**src/rtl/dbg_bus_master_if.sv**
```systemverilog
// -----------------------------------------------------------------------------
// dbg_bus_master_if
// Groups the byte streams and the debug data-bus master signals of the debug
// command engine.
//   rx_data/rx_valid/rx_ready   command byte stream from the UART receiver
//   tx_data/tx_valid/tx_ready   response byte stream to the UART transmitter
//   ds_cpu_halt                 CPU halt request (debug side owns the bus while 1)
//   dbg_address/dbg_write_data  bus address / write data
//   dbg_reqw/dbg_mode/dbg_reqs  access width, access mode, sign-extend request
//   dbg_read_data               combinational read data returned by the bus
// modport master: the engine side; modport slave: UART + bus/arbiter side.
// -----------------------------------------------------------------------------
interface dbg_bus_master_if;
    logic [7:0]  rx_data;
    logic        rx_valid;
    logic        rx_ready;
    logic [7:0]  tx_data;
    logic        tx_valid;
    logic        tx_ready;
    logic        ds_cpu_halt;
    logic [31:0] dbg_address;
    logic [31:0] dbg_write_data;
    logic [1:0]  dbg_reqw;
    logic [1:0]  dbg_mode;
    logic        dbg_reqs;
    logic [31:0] dbg_read_data;

    modport master (
        input  rx_data, rx_valid,
        output rx_ready,
        output tx_data, tx_valid,
        input  tx_ready,
        output ds_cpu_halt, dbg_address, dbg_write_data, dbg_reqw, dbg_mode, dbg_reqs,
        input  dbg_read_data
    );

    modport slave (
        output rx_data, rx_valid,
        input  rx_ready,
        input  tx_data, tx_valid,
        output tx_ready,
        input  ds_cpu_halt, dbg_address, dbg_write_data, dbg_reqw, dbg_mode, dbg_reqs,
        output dbg_read_data
    );
endinterface

```
**src/rtl/dbg_bus_master.sv**
```systemverilog
// -----------------------------------------------------------------------------
// dbg_bus_master
// Debug-port command engine: turns command bytes from the debug UART into
// single-word transactions on the debug bus master port and returns response
// bytes on the transmit stream.
//
// Ports:
//   clk      system clock, rising edge
//   reset_n  synchronous, active-low reset
//   bus      dbg_bus_master_if.master (rx/tx byte streams, halt, dbg_* bus)
//
// Commands: 0x01 HALT, 0x02 RESUME, 0x03 WRITE addr[4] data[4],
//           0x04 READ addr[4]; anything else replies 0xEE.
// Optional feature macro FEATURE_DBG_AUTOINC_EN adds 0x05 READ_NEXT and
// 0x06 WRITE_NEXT data[4], both accessing the stored address + 4.
// -----------------------------------------------------------------------------
module dbg_bus_master (
    input  logic             clk,
    input  logic             reset_n,
    dbg_bus_master_if.master bus
);

    typedef enum logic [2:0] {
        S_IDLE,
        S_ADDR,
        S_DATA,
        S_BUS,
        S_RESP
    } state_t;

    // Response descriptor: either a single status code or the 4 read bytes.
    typedef struct packed {
        logic       rd4;
        logic [7:0] code;
    } resp_t;

    localparam logic [7:0] CMD_HALT   = 8'h01;
    localparam logic [7:0] CMD_RESUME = 8'h02;
    localparam logic [7:0] CMD_WRITE  = 8'h03;
    localparam logic [7:0] CMD_READ   = 8'h04;
`ifdef FEATURE_DBG_AUTOINC_EN
    localparam logic [7:0] CMD_RDNEXT = 8'h05;
    localparam logic [7:0] CMD_WRNEXT = 8'h06;
`endif
    localparam logic [7:0] RSP_ACK    = 8'hAA;
    localparam logic [7:0] RSP_NAK    = 8'hEE;

    localparam logic [1:0] MODE_IDLE  = 2'b00;
    localparam logic [1:0] MODE_READ  = 2'b01;
    localparam logic [1:0] MODE_WRITE = 2'b10;

    state_t      state_q, state_d;
    logic [1:0]  cnt_q, cnt_d;
    logic        is_wr_q, is_wr_d;
    logic        halt_q, halt_d;
    logic [31:0] addr_q, addr_d;
    logic [31:0] wdata_q, wdata_d;
    logic [31:0] rdata_q, rdata_d;
    resp_t       resp_q, resp_d;

    logic        rx_ready;
    logic        tx_valid;
    logic [1:0]  mode;
    logic [4:0]  byte_sel;

    // Little-endian byte lane selected by the shared byte counter.
    assign byte_sel = {cnt_q, 3'b000};

    always_ff @(posedge clk) begin
        if (!reset_n) begin
            state_q <= S_IDLE;
            cnt_q   <= 2'd0;
            is_wr_q <= 1'b0;
            halt_q  <= 1'b0;
            addr_q  <= 32'd0;
            wdata_q <= 32'd0;
            rdata_q <= 32'd0;
            resp_q  <= '0;
        end else begin
            state_q <= state_d;
            cnt_q   <= cnt_d;
            is_wr_q <= is_wr_d;
            halt_q  <= halt_d;
            addr_q  <= addr_d;
            wdata_q <= wdata_d;
            rdata_q <= rdata_d;
            resp_q  <= resp_d;
        end
    end

    always_comb begin
        state_d  = state_q;
        cnt_d    = cnt_q;
        is_wr_d  = is_wr_q;
        halt_d   = halt_q;
        addr_d   = addr_q;
        wdata_d  = wdata_q;
        rdata_d  = rdata_q;
        resp_d   = resp_q;
        rx_ready = 1'b0;
        tx_valid = 1'b0;
        mode     = MODE_IDLE;

        unique case (state_q)
            S_IDLE: begin
                rx_ready = 1'b1;
                if (bus.rx_valid) begin
                    cnt_d  = 2'd0;
                    resp_d = '{rd4: 1'b0, code: RSP_ACK};
                    case (bus.rx_data)
                        CMD_HALT: begin
                            halt_d  = 1'b1;
                            state_d = S_RESP;
                        end
                        CMD_RESUME: begin
                            halt_d  = 1'b0;
                            state_d = S_RESP;
                        end
                        CMD_WRITE: begin
                            is_wr_d = 1'b1;
                            state_d = S_ADDR;
                        end
                        CMD_READ: begin
                            is_wr_d = 1'b0;
                            state_d = S_ADDR;
                        end
`ifdef FEATURE_DBG_AUTOINC_EN
                        // The halt state cannot change while a command is in
                        // flight, so the increment can be decided up front.
                        CMD_RDNEXT: begin
                            is_wr_d = 1'b0;
                            state_d = S_BUS;
                            if (halt_q) addr_d = addr_q + 32'd4;
                        end
                        CMD_WRNEXT: begin
                            is_wr_d = 1'b1;
                            state_d = S_DATA;
                            if (halt_q) addr_d = addr_q + 32'd4;
                        end
`endif
                        default: begin
                            resp_d  = '{rd4: 1'b0, code: RSP_NAK};
                            state_d = S_RESP;
                        end
                    endcase
                end
            end

            S_ADDR: begin
                rx_ready = 1'b1;
                if (bus.rx_valid) begin
                    addr_d[byte_sel +: 8] = bus.rx_data;
                    cnt_d = cnt_q + 2'd1;
                    if (cnt_q == 2'd3) state_d = is_wr_q ? S_DATA : S_BUS;
                end
            end

            S_DATA: begin
                rx_ready = 1'b1;
                if (bus.rx_valid) begin
                    wdata_d[byte_sel +: 8] = bus.rx_data;
                    cnt_d = cnt_q + 2'd1;
                    if (cnt_q == 2'd3) state_d = S_BUS;
                end
            end

            // One cycle; the access is only driven when the CPU is halted,
            // otherwise the slot is kept so the reply latency is identical.
            S_BUS: begin
                cnt_d   = 2'd0;
                state_d = S_RESP;
                if (halt_q) begin
                    mode   = is_wr_q ? MODE_WRITE : MODE_READ;
                    resp_d = '{rd4: !is_wr_q, code: RSP_ACK};
                    if (!is_wr_q) rdata_d = bus.dbg_read_data;
                end else begin
                    resp_d = '{rd4: 1'b0, code: RSP_NAK};
                end
            end

            S_RESP: begin
                tx_valid = 1'b1;
                if (bus.tx_ready) begin
                    if (!resp_q.rd4 || cnt_q == 2'd3) begin
                        cnt_d   = 2'd0;
                        state_d = S_IDLE;
                    end else begin
                        cnt_d = cnt_q + 2'd1;
                    end
                end
            end

            default: begin
                state_d = S_IDLE;
            end
        endcase
    end

    assign bus.rx_ready       = rx_ready;
    assign bus.tx_valid       = tx_valid;
    assign bus.tx_data        = (state_q != S_RESP) ? 8'h00 :
                                resp_q.rd4 ? rdata_q[byte_sel +: 8] : resp_q.code;
    assign bus.ds_cpu_halt    = halt_q;
    assign bus.dbg_address    = addr_q;
    assign bus.dbg_write_data = wdata_q;
    assign bus.dbg_mode       = mode;
    assign bus.dbg_reqw       = 2'b10;
    assign bus.dbg_reqs       = 1'b0;

endmodule

```
**src/flat_wrapper.sv**
```systemverilog
// flat-port wrapper written by rule: the top's interface ports become plain ports
module dbg_bus_master_flat 
  (clk, reset_n, bus_rx_data, bus_rx_valid, bus_rx_ready, bus_tx_data, bus_tx_valid, bus_tx_ready, bus_ds_cpu_halt, bus_dbg_address, bus_dbg_write_data, bus_dbg_reqw, bus_dbg_mode, bus_dbg_reqs, bus_dbg_read_data);
  dbg_bus_master_if bus_i ();
  input  logic clk;
  input  logic reset_n;
  input wire logic [$bits(bus_i.rx_data)-1:0] bus_rx_data;
  input wire logic [$bits(bus_i.rx_valid)-1:0] bus_rx_valid;
  output wire logic [$bits(bus_i.rx_ready)-1:0] bus_rx_ready;
  output wire logic [$bits(bus_i.tx_data)-1:0] bus_tx_data;
  output wire logic [$bits(bus_i.tx_valid)-1:0] bus_tx_valid;
  input wire logic [$bits(bus_i.tx_ready)-1:0] bus_tx_ready;
  output wire logic [$bits(bus_i.ds_cpu_halt)-1:0] bus_ds_cpu_halt;
  output wire logic [$bits(bus_i.dbg_address)-1:0] bus_dbg_address;
  output wire logic [$bits(bus_i.dbg_write_data)-1:0] bus_dbg_write_data;
  output wire logic [$bits(bus_i.dbg_reqw)-1:0] bus_dbg_reqw;
  output wire logic [$bits(bus_i.dbg_mode)-1:0] bus_dbg_mode;
  output wire logic [$bits(bus_i.dbg_reqs)-1:0] bus_dbg_reqs;
  input wire logic [$bits(bus_i.dbg_read_data)-1:0] bus_dbg_read_data;
  assign bus_i.rx_data = bus_rx_data;
  assign bus_i.rx_valid = bus_rx_valid;
  assign bus_rx_ready = bus_i.rx_ready;
  assign bus_tx_data = bus_i.tx_data;
  assign bus_tx_valid = bus_i.tx_valid;
  assign bus_i.tx_ready = bus_tx_ready;
  assign bus_ds_cpu_halt = bus_i.ds_cpu_halt;
  assign bus_dbg_address = bus_i.dbg_address;
  assign bus_dbg_write_data = bus_i.dbg_write_data;
  assign bus_dbg_reqw = bus_i.dbg_reqw;
  assign bus_dbg_mode = bus_i.dbg_mode;
  assign bus_dbg_reqs = bus_i.dbg_reqs;
  assign bus_i.dbg_read_data = bus_dbg_read_data;
  dbg_bus_master u_core (.clk(clk), .reset_n(reset_n), .bus(bus_i));
endmodule
```
**config.mk**
```make
export PLATFORM = sky130hd
export DESIGN_NAME = dbg_bus_master_flat
export DESIGN_NICKNAME = d
export VERILOG_FILES = /design/src/rtl/dbg_bus_master_if.sv /design/src/rtl/dbg_bus_master.sv /design/src/flat_wrapper.sv
export SDC_FILE = /design/constraint.sdc
export NUM_CORES = 1
export LEC_CHECK = 0
export CAP_MARGIN = 20
export CORE_MARGIN = 8
export CORE_UTILIZATION = 44
export DETAILED_ROUTE_END_ITERATION = 12
export HOLD_SLACK_MARGIN = 0.02
export PLACE_DENSITY_LB_ADDON = 0.25
export SLEW_MARGIN = 20
export SYNTH_ARGS = -nofsm -noshare
export SYNTH_HDL_FRONTEND = slang
export SYNTH_SLANG_ARGS = --single-unit
export TNS_END_PERCENT = 100
```
**constraint.sdc**
```tcl
create_clock -name clk -period 2.1 [get_ports clk]
set_clock_uncertainty 0.05 [all_clocks]
set_input_delay 0.42 -clock clk [delete_from_list [all_inputs] [get_ports clk]]
set_output_delay 0.42 -clock clk [all_outputs]
set_load 0.01 [all_outputs]
```
==> impl_metrics.env, run 1 <==
export IMPL_critPathMaxFanout=4
export IMPL_fin_ws_ns=-0.0513
export IMPL_grt_pass1_vias=4290
export IMPL_dpl_cell_area_um2=6200
export IMPL_synth_cell_type_count=48
export IMPL_failing_checks="setup timing"
export IMPL_cts_tree="done"
export IMPL_number_of_flops_mapped_to_enable_cells_by_yosys=0
export IMPL_final_util_pct=60.1
export IMPL_cp_start_kind="register"
export IMPL_synth_common_cells="sky130_fd_sc_hd__nand2_1, sky130_fd_sc_hd__dfxtp_1, sky130_fd_sc_hd__a21boi_0, sky130_fd_sc_hd__nand3_1, sky130_fd_sc_hd__clkbuf_1"
export IMPL_rsz0062_at_grt="yes"
export IMPL_floorplan_core_area_um2=10700
export IMPL_num_rows=38
export IMPL_route_antenna_remaining_nets=0
export IMPL_worst_slew_pin_transition_ns=0.559
export IMPL_maximum_vdd_ir_drop_uv=388
export IMPL_root_buffer="sky130_fd_sc_hd__clkbuf_8"
export IMPL_place_gp_congestion=0.822
export IMPL_synth_seq_cells=106
export IMPL_layout_cell_area_non_filler_um2=6450
export IMPL_grt_ovfl_total=0
export IMPL_detailed_place_hpwl_um=9800
export IMPL_grt_pass1_wl_um=21800
export IMPL_setup_total_negative_slack_ns=-0.259
export IMPL_clock_path_buffers=2
export IMPL_fp_dieArea_um2=14600
export IMPL_totalPowerFinal_uw=4720
export IMPL_clock_sink_count=106
export IMPL_timing_setup_critical_path_class="reg2out"
export IMPL_grt_max_degree=82
export IMPL_timing_critical_path_to_type="output pin"
export IMPL_power_leakage_uw=0.00216
export IMPL_antenna_found_initial=0
export IMPL_data_required_time_at_the_worst_endpoint_ns=1.63
export IMPL_critPathMaxStageDelay_ns=0.48
export IMPL_n_fill_cell=964
export IMPL_clk_insertion_delay_late_ns=0.39
export IMPL_maxCapViolCount=0
export IMPL_fmax_mhz=465
export IMPL_post_synth_main_area_contributors="sky130_fd_sc_hd__dfxtp_1, sky130_fd_sc_hd__a21boi_0, sky130_fd_sc_hd__nand2_1"
export IMPL_power_density_nw_per_um2=732
export IMPL_worst_setup_hold_path_clk_slew_ns=0.11
export IMPL_finalCritPeriodShare_pct=102
export IMPL_vias=4306
export IMPL_io_pin_count=124
export IMPL_initial_core_utilization_pct=44.9
export IMPL_min_path_type="in2reg"
export IMPL_buffer_ports_inserted=120
export IMPL_area_growth_syn_to_layout_pct=33.9
export IMPL_drc_errors=0
export IMPL_synth_flop_cell="sky130_fd_sc_hd__dfxtp_1"
export IMPL_timing_max_slew_rel_slack_pct=61.8
export IMPL_crit_path_cell_trace="clkbuf_16 -> mux4_2 -> nor2b_1 -> buf_2"
export IMPL_yosys_area_top_type="sky130_fd_sc_hd__dfxtp_1"
export IMPL_worstPathBufferInverterCount=2
export IMPL_slew_violations=0
export IMPL_gr_usage_all_layers_pct=18.4
export IMPL_cts_buffers=9
export IMPL_ctsHtreeMaxLevel=3
export IMPL_setup_violations=8
export IMPL_worst_path_max_delay_cell="sky130_fd_sc_hd__mux4_2"
export IMPL_worst_path_dominant_cell_family="multiplexers"
export IMPL_first_pass_iters=5
export IMPL_run_status="complete, but fails checks"
export IMPL_synthCells=552
export IMPL_yosysSeqAreaShare_pct=44.0
export IMPL_synth_cell_area_um2=4820
export IMPL_layout_min_cycle_time_ns=2.15
export IMPL_dieHeight_um=121
export IMPL_route_detailed_vias_per_inst=5.30
export IMPL_cp_arrival_ns=1.68
export IMPL_insertedDiodeCount=0
export IMPL_routed_length_per_instance_um=16.7
export IMPL_drt_first_iter_violations=259
export IMPL_synthMostInstantiatedCell="sky130_fd_sc_hd__nand2_1"
export IMPL_synth_top_area_share_pct=44.0
export IMPL_yosys_warnings=0
export IMPL_async_set_or_reset_register_ratio_after_synthesis_pct=0
export IMPL_floorplan_die_width_um=121
export IMPL_postSynthAreaPerCell_um2=8.74
export IMPL_final_net_count=717
export IMPL_wirelength_um=13500
export IMPL_post_route_cells_drive_above_1_share_pct=14.3
export IMPL_hold_violations=0
==> flip-flops by register name, indices dropped and copies added (netlist names) <==
name / flops
u_core.is_wr_q: 1
u_core.bus.dbg_write_data: 32
u_core.resp_q: 3
u_core.rdata_q: 32
u_core.state_q: 3
u_core.cnt_q: 2
u_core.bus.dbg_address: 32
u_core.bus.ds_cpu_halt: 1
==> worst register-to-register path, stage by stage (launching register included) <==
cell and delay (ns):
sky130_fd_sc_hd__dfxtp_4 0.37, sky130_fd_sc_hd__clkbuf_16 0.16, sky130_fd_sc_hd__buf_4 0.13, sky130_fd_sc_hd__buf_4 0.13, sky130_fd_sc_hd__inv_1 0.07, sky130_fd_sc_hd__buf_4 0.14, sky130_fd_sc_hd__ha_1 0.23, sky130_fd_sc_hd__and2_1 0.32
sky130_fd_sc_hd__nand3_1 0.11, sky130_fd_sc_hd__a21boi_0 0.17
==> final timing paths <==
| kind | start | end | slack [ns] | cells after the start |
|---|---|---|---|---|
| worst min register to register | u_core.rdata_q[5] | u_core.rdata_q[5] | 0.41 | 2 |
| worst max register to register | u_core.cnt_q[0] | u_core.bus.dbg_address[22] | 0.15 | 9 |
| worst max-delay path | u_core.cnt_q[0] | bus_tx_data[4] | -0.05 | 4 |
| worst min-delay path | reset_n | u_core.state_q[1] | 0.30 | 2 |
==> power breakdown <==
group | switching, uW | internal, uW
logic | 617 | 615
registers | 75.8 | 2100
clock network | 749 | 571
total | 1440 | 3280
==> stage by stage <==
step / instances / setup slack, ns / hold WS (ns)
5_1_grt: 813 / -0.106 / 0.278
2_1_floorplan: 553 / 0.0793 / 0.382
6_report: 813 / -0.0513 / 0.297
4_1_cts: 812 / -0.146 / 0.278
3_5_place_dp: 794 / -0.0481 / 0.396
3_3_place_gp: 794 / -0.0320 / 0.392
==> routing by layer <==
metal	share of wire [%]	track usage (%)	up-vias
met5	0	0	-
met4	1.8	6.87	0
met3	5.8	3.96	18
met2	47	30.8	125
met1	45	22.9	2040
li1	-	-	2123
==> timing repair <==
action	in CTS	in global routing
resized for setup	43	17
cloned	0	1
endpoints found under the setup margin	12	23
pin swaps	0	12
buffers inserted	2	0
hold buffers	0	0
==> layout by cell type (no fill, tap or decap), types with 4 or more instances in the layout <==
cell / instances
sky130_fd_sc_hd__and2_1: 7
sky130_fd_sc_hd__buf_2: 9
sky130_fd_sc_hd__buf_6: 4
sky130_fd_sc_hd__o22ai_1: 4
sky130_fd_sc_hd__o21ai_0: 4
sky130_fd_sc_hd__nand2_1: 133
sky130_fd_sc_hd__clkbuf_8: 9
sky130_fd_sc_hd__nor2b_1: 20
sky130_fd_sc_hd__mux4_2: 8
sky130_fd_sc_hd__a22oi_1: 16
sky130_fd_sc_hd__dfxtp_1: 102
sky130_fd_sc_hd__nor2_1: 8
sky130_fd_sc_hd__nand3_1: 51
sky130_fd_sc_hd__a21boi_0: 71
sky130_fd_sc_hd__buf_4: 27
sky130_fd_sc_hd__clkdlybuf4s50_1: 107
sky130_fd_sc_hd__a21oi_1: 6
sky130_fd_sc_hd__a21boi_1: 13
sky130_fd_sc_hd__ha_1: 5
==> area by class of cell <==
| class | instances | area (um2) | share of cell area [%] |
|---|---|---|---|
| tap | 140 | 175 | 2.71 |
| sequential | 106 | 2130 | 33.0 |
| multi-input combinational | 391 | 2440 | 37.8 |
| clock buffer | 9 | 124 | 1.92 |
| timing repair buffer | 155 | 1480 | 22.9 |
| clock inverter | 7 | 88.8 | 1.38 |
| inverter | 5 | 21.3 | 0.330 |
==> cells by family (layout without fill, tap and decap cells) <==
| kind of cell | Yosys count | count (layout) | synth area share (%) |
|---|---|---|---|
| xor+xnor | 2 | 2 | 0.363 |
| mux | 8 | 8 | 3.74 |
| buf+inv | 56 | 176 | 6.12 |
| fa+ha+maj | 5 | 5 | 1.30 |
| compound gates | 131 | 131 | 20.6 |
| simple gates | 242 | 242 | 23.7 |
| flops | 106 | 106 | 44.0 |
| other cells | 2 | 3 | 0.156 |
(Power assumes the default switching activity.)
==> inputs of run 2 (changes only) <==
HOLD_SLACK_MARGIN = 0.08   (was 0.02)
==> results of run 2 <==
No change in the layout: final DEF, timing and power equal those of run 1.
==> RTL edit 1, RTL diff (flow settings as in run 1) <==
`rdata_q` no longer has a reset.
--- a/src/rtl/dbg_bus_master.sv
+++ b/src/rtl/dbg_bus_master.sv
@@ -75,5 +75,4 @@
             addr_q  <= 32'd0;
             wdata_q <= 32'd0;
-            rdata_q <= 32'd0;
             resp_q  <= '0;
         end else begin
@@ -84,7 +83,10 @@
             addr_q  <= addr_d;
             wdata_q <= wdata_d;
-            rdata_q <= rdata_d;
             resp_q  <= resp_d;
         end
+    end
+
+    always_ff @(posedge clk) begin
+        rdata_q <= rdata_d;
     end
 
Function: same outputs for any inputs over 10 cycles, from zero or initial values and one cycle with reset_n low; that may be too few to reach the edited logic, so the function may still have changed.
==> RTL edit 1 against run 1 <==
The flow still finishes with violations (negative setup slack). Area after synthesis shrank 10%. Wire length shrank 12%. Core utilization grew 2.1 points. Count of clock-buffer cells in the layout is the same. Cell area shrank 7.1%. Worst hold slack gained 0.11 ns. Sequential cell count is the same. Die area shrank 9.0%. Setup slack lost 0.070 ns.
Power is not compared: it rests on default switching activity, and its combinational part moved more than twofold at a synthesized area within 25%.
==> RTL edit 1: results (changes against run 1) <==
Hold EP: u_core.bus.dbg_address[25]
Main flop type after synthesis: dfxtp_1
Commonest cells in the synthesized netlist: 74 x dfxtp_1, 71 x nand2_1, 57 x a21oi_1
Hold Crit Class: flip-flop to flip-flop
Gr usage total: 18.2% (-0.21 points)
Hold Path Cell Cnt: 2 (unchanged)
Leakage Power: 2.05 nW
TritonCTS buffer count: 9 (unchanged)
Final WS setup: -0.121 ns (-0.0697 ns)
WP data arrival: 1.75 ns (+0.07 ns)
Share of cells above drive strength 1: 14.6% (+0.35 points)
TNS Setup: -0.338 ns (-0.0787 ns)
Hold_sp: u_core.bus.dbg_address[25]
Fillcell total: 841 (-13%)
Root Driver: clkbuf_8
First-pass GRT wire length: 18,800 um (-14%)
Setup repair bufs after CTS: 4 (+2)
Vias in the first global route: 3,740 (-13%)
Port Buf Inserts: 120 (unchanged)
Seq/Total Area, Yosys: 56.5% (+13 points)
Largest net degree at the start of global routing: 44 (-46%)
R2R cell count: 8 (-1)
Post-Place Worst Slack: -0.225 ns (-0.177 ns)
DPL Wire Length: 8760 um (-11%)
R2R Path End: u_core.bus.dbg_write_data[0]
Post-synth EDFFs: 32 (+32)
Setup violations, final: 8 (unchanged)
Gpl congestion: 0.810 (-1.5%)
Worst Setup EP: bus_tx_data[7]
CTS Buffer Depth: 2 (unchanged)
Worst-Skew Late Latency: 0.36 ns (-0.03 ns)
CP Max Fanout: 6 (+2)
Iter 0 DRT Violations: 200 (-23%)
Status: complete, but fails checks
Drt pass-1 iters: 4 (-1)
WL/cell: 17.0 um (+2.4%)
Worst IR Drop VDD: 0.000536 V
Clock power frac: 34.1%
Ranking of synthesized cells by area: dfxtp_1 34%, edfxtp_1 22%, a21oi_1 6.6%
Failing checks: negative setup slack
Hold_ws: 0.409 ns (+0.111 ns)
Final Net Count: 613 (-15%)
Via/cell ratio: 5.25 (-0.80%)
Antenna diodes: 0 (unchanged)
[RTL edit 1: cell types whose count changed in the layout (fill, tap and decap cells not counted), moves of 3 or more]
| cell | delta |
|---|---|
| nand2b_1 | +3 |
| a21oi_1 | +49 |
| dfxtp_1 | -29 |
| nor2b_1 | -18 |
| nor2_1 | +13 |
| and3_1 | +4 |
| a21boi_0 | -71 |
| a21boi_1 | -13 |
| nand2_1 | -63 |
| a211oi_1 | +3 |
| o21ai_0 | -3 |
| edfxtp_1 | +32 |
[RTL edit 1: metal layers]
metal | GRT usage [%] | part of all wire [%]
met1 | 21.5 | 40
met2 | 31.3 | 51
met3 | 4.99 | 7.7
met4 | 6.39 | 1.2
met5 | 0 | 0
[RTL edit 1: kinds of logic (layout without fill, tap and decap cells)]
group	count (synthesis)	after routing	synth area share, %
mux	10	10	4.63
xor+xnor	1	1	0.203
buf+inv	46	176	5.10
simple gates	178	178	19.7
fa+ha+maj	5	5	1.45
flops	106	106	56.5
other cells	2	3	0.174
compound gates	89	89	12.2
[RTL edit 1: layout make-up]
class / count / area share [%]
Clock inverter: 6 / 1.06
Clock buffer: 9 / 2.07
Sequential cell: 106 / 40.8
Timing Repair Buffer: 155 / 24.6
Tap cell: 133 / 2.78
Inverter: 6 / 0.376
Multi-Input combinational cell: 286 / 28.3
[RTL edit 1: critical path, stage by stage, from the launching register on]
cell     delay (ns)
dfxtp_4        0.38
buf_12         0.12
buf_6          0.09
mux4_2         0.50
nand2_2        0.10
a21oi_2        0.06
buf_2          0.14
[RTL edit 1: per-stage QoR]
stage	instances	cell area (um2)
2_1_floorplan	438	4340
3_3_place_gp	682	5780
4_1_cts	701	6000
3_5_place_dp	682	5780
5_1_grt	701	6000
6_report	701	6000
==> RTL edit 2, RTL diff (settings of run 1) <==
Without the edit above. Build with the macro `FEATURE_DBG_AUTOINC_EN` defined.
--- a/src/rtl/dbg_bus_master.sv
+++ b/src/rtl/dbg_bus_master.sv
@@ -15,4 +15,6 @@
 // 0x06 WRITE_NEXT data[4], both accessing the stored address + 4.
 // -----------------------------------------------------------------------------
+`define FEATURE_DBG_AUTOINC_EN
+
 module dbg_bus_master (
     input  logic             clk,
Formal check against the unedited RTL: not equivalent (a bounded check fails within 4 cycles, from zero or initial values and one cycle with reset_n low).
==> RTL edit 2 against run 1 <==
The flow still finishes with violations (negative setup slack). Cell area is 22% higher. Area after synthesis up 15%. Setup slack worse by 0.072 ns. Wire length up 41%. Sequential cell count unchanged. First-iteration DRC count grew 120%. Highest routed layer unchanged.
Power is not compared: it rests on default switching activity, and its combinational part moved more than twofold at a synthesized area within 25%.
==> RTL edit 2: results (changes against run 1) <==
Seq/Total Area, Yosys: 38.4% (-5.6 points)
Status: complete, but fails checks
Iter 0 DRT Violations: 569 (+120%)
WP data arrival: 1.75 ns (+0.07 ns)
Hold Crit Class: flip-flop to flip-flop
Share of cells above drive strength 1: 19.3% (+5.0 points)
Clock transition at the registers of the reported paths: 0.07 ns (-0.04 ns)
DPL Wire Length: 13,700 um (+40%)
Gr usage total: 22.8% (+4.4 points)
CP Max Fanout: 3 (-1)
Commonest cells in the synthesized netlist: 142 x nand2_1, 106 x dfxtp_1, 103 x a21oi_1
Vias in the first global route: 5,842 (+36%)
Fillcell total: 1,098 (+14%)
Final WS setup: -0.124 ns (-0.0723 ns)
Largest net degree at the start of global routing: 52 (-37%)
First-pass GRT wire length: 30,100 um (+38%)
Root Driver: clkbuf_16
CP max stage delay: 0.51 ns (+0.03 ns)
Failing checks: negative setup slack
Hold_sp: u_core.resp_q[5]
Setup violations, final: 8 (unchanged)
Critical R2R Launch: u_core.bus.dbg_address[2]
Worst-Skew Late Latency: 0.35 ns (-0.04 ns)
FF-to-FF setup slack: 0.09 ns (-0.06 ns)
Final Net Count: 940 (+31%)
[RTL edit 2: cell types whose count changed after synthesis, moves of 20 or more]
cell / change
a21boi_0: -70
a21oi_1: +94
nor2b_1: -20
o21ai_0: +22
nand4_1: +20
clkbuf_1: +24
nor2_1: +40
[RTL edit 2: cell families after synthesis]
group                    count (synthesis)  share of synthesized area (%)
buffers and inverters                   80                           6.00
multiplexers                             9                           3.46
XOR/XNOR                                 7                           1.24
adder cells (fa/ha/maj)                  5                           1.13
flip-flops                             106                           38.4
AO/OA/AOI/OAI                          204                           22.8
AND/OR/NAND/NOR                        315                           26.8
other                                    2                          0.136
[RTL edit 2: area by class of cell]
class / instances / area share, %
Multi-Input combinational cell: 543 / 40.9
Sequential cell: 106 / 27.1
Timing Repair Buffer: 216 / 24.7
Clock buffer: 10 / 2.91
Tap cell: 172 / 2.74
Clock inverter: 6 / 0.923
Inverter: 15 / 0.716
[RTL edit 2: what timing repair did]
action                                  4_1_cts  5_1_grt
endpoints found under the setup margin       36       33
hold endpoints to repair                      0        0
pin swaps                                     4        9
setup buffers                                 7        3
resized for setup                            44       34
[RTL edit 2: stage by stage]
step	power (W)	std cells	area, um2	hold WS (ns)	utilization, %
after floorplan	0.00224	729	5600	0.376	-
after global placement	0.00245	1043	7390	0.384	59.3
after detailed placement	0.00245	1043	7390	0.396	59.3
after CTS	0.00417	1066	7730	0.406	62.0
after global routing	0.00428	1068	7860	0.423	63.1
final	0.00416	1068	7860	0.406	63.1
[RTL edit 2: metal layers]
metal | track usage [%] | wire length [um] | up-vias | share of wire, %
met5 | 0 | 0 | - | 0
met3 | 4.08 | 1380 | 30 | 7.2
met4 | 9.16 | 400 | 0 | 2.1
li1 | - | - | 2915 | -
met2 | 37.4 | 8870 | 250 | 47
met1 | 29.0 | 8400 | 2851 | 44
[RTL edit 2: path summary, 6_finish.rpt]
path,endpoint,cells past startpoint
worst max-delay path,bus_tx_data[0],3
worst min register to register,u_core.resp_q[5],2
worst min-delay path,u_core.resp_q[5],2
worst max register to register,u_core.bus.dbg_address[26],6
[RTL edit 2: power by group]
part / internal, W / leakage, nW / switching, W
registers: 0.00202 / 0.856 / 0.0000108
logic: 0.000173 / 1.80 / 0.000212
clock network: 0.000943 / 0.149 / 0.000801
[RTL edit 2: worst reg2reg max path, cell delays in order (launching register included)]
cell	delay (ns)
dfxtp_1	0.35
ha_1	0.20
nand3_2	0.10
or4_4	0.59
o31a_1	0.31
o21ai_0	0.21
a221oi_2	0.09
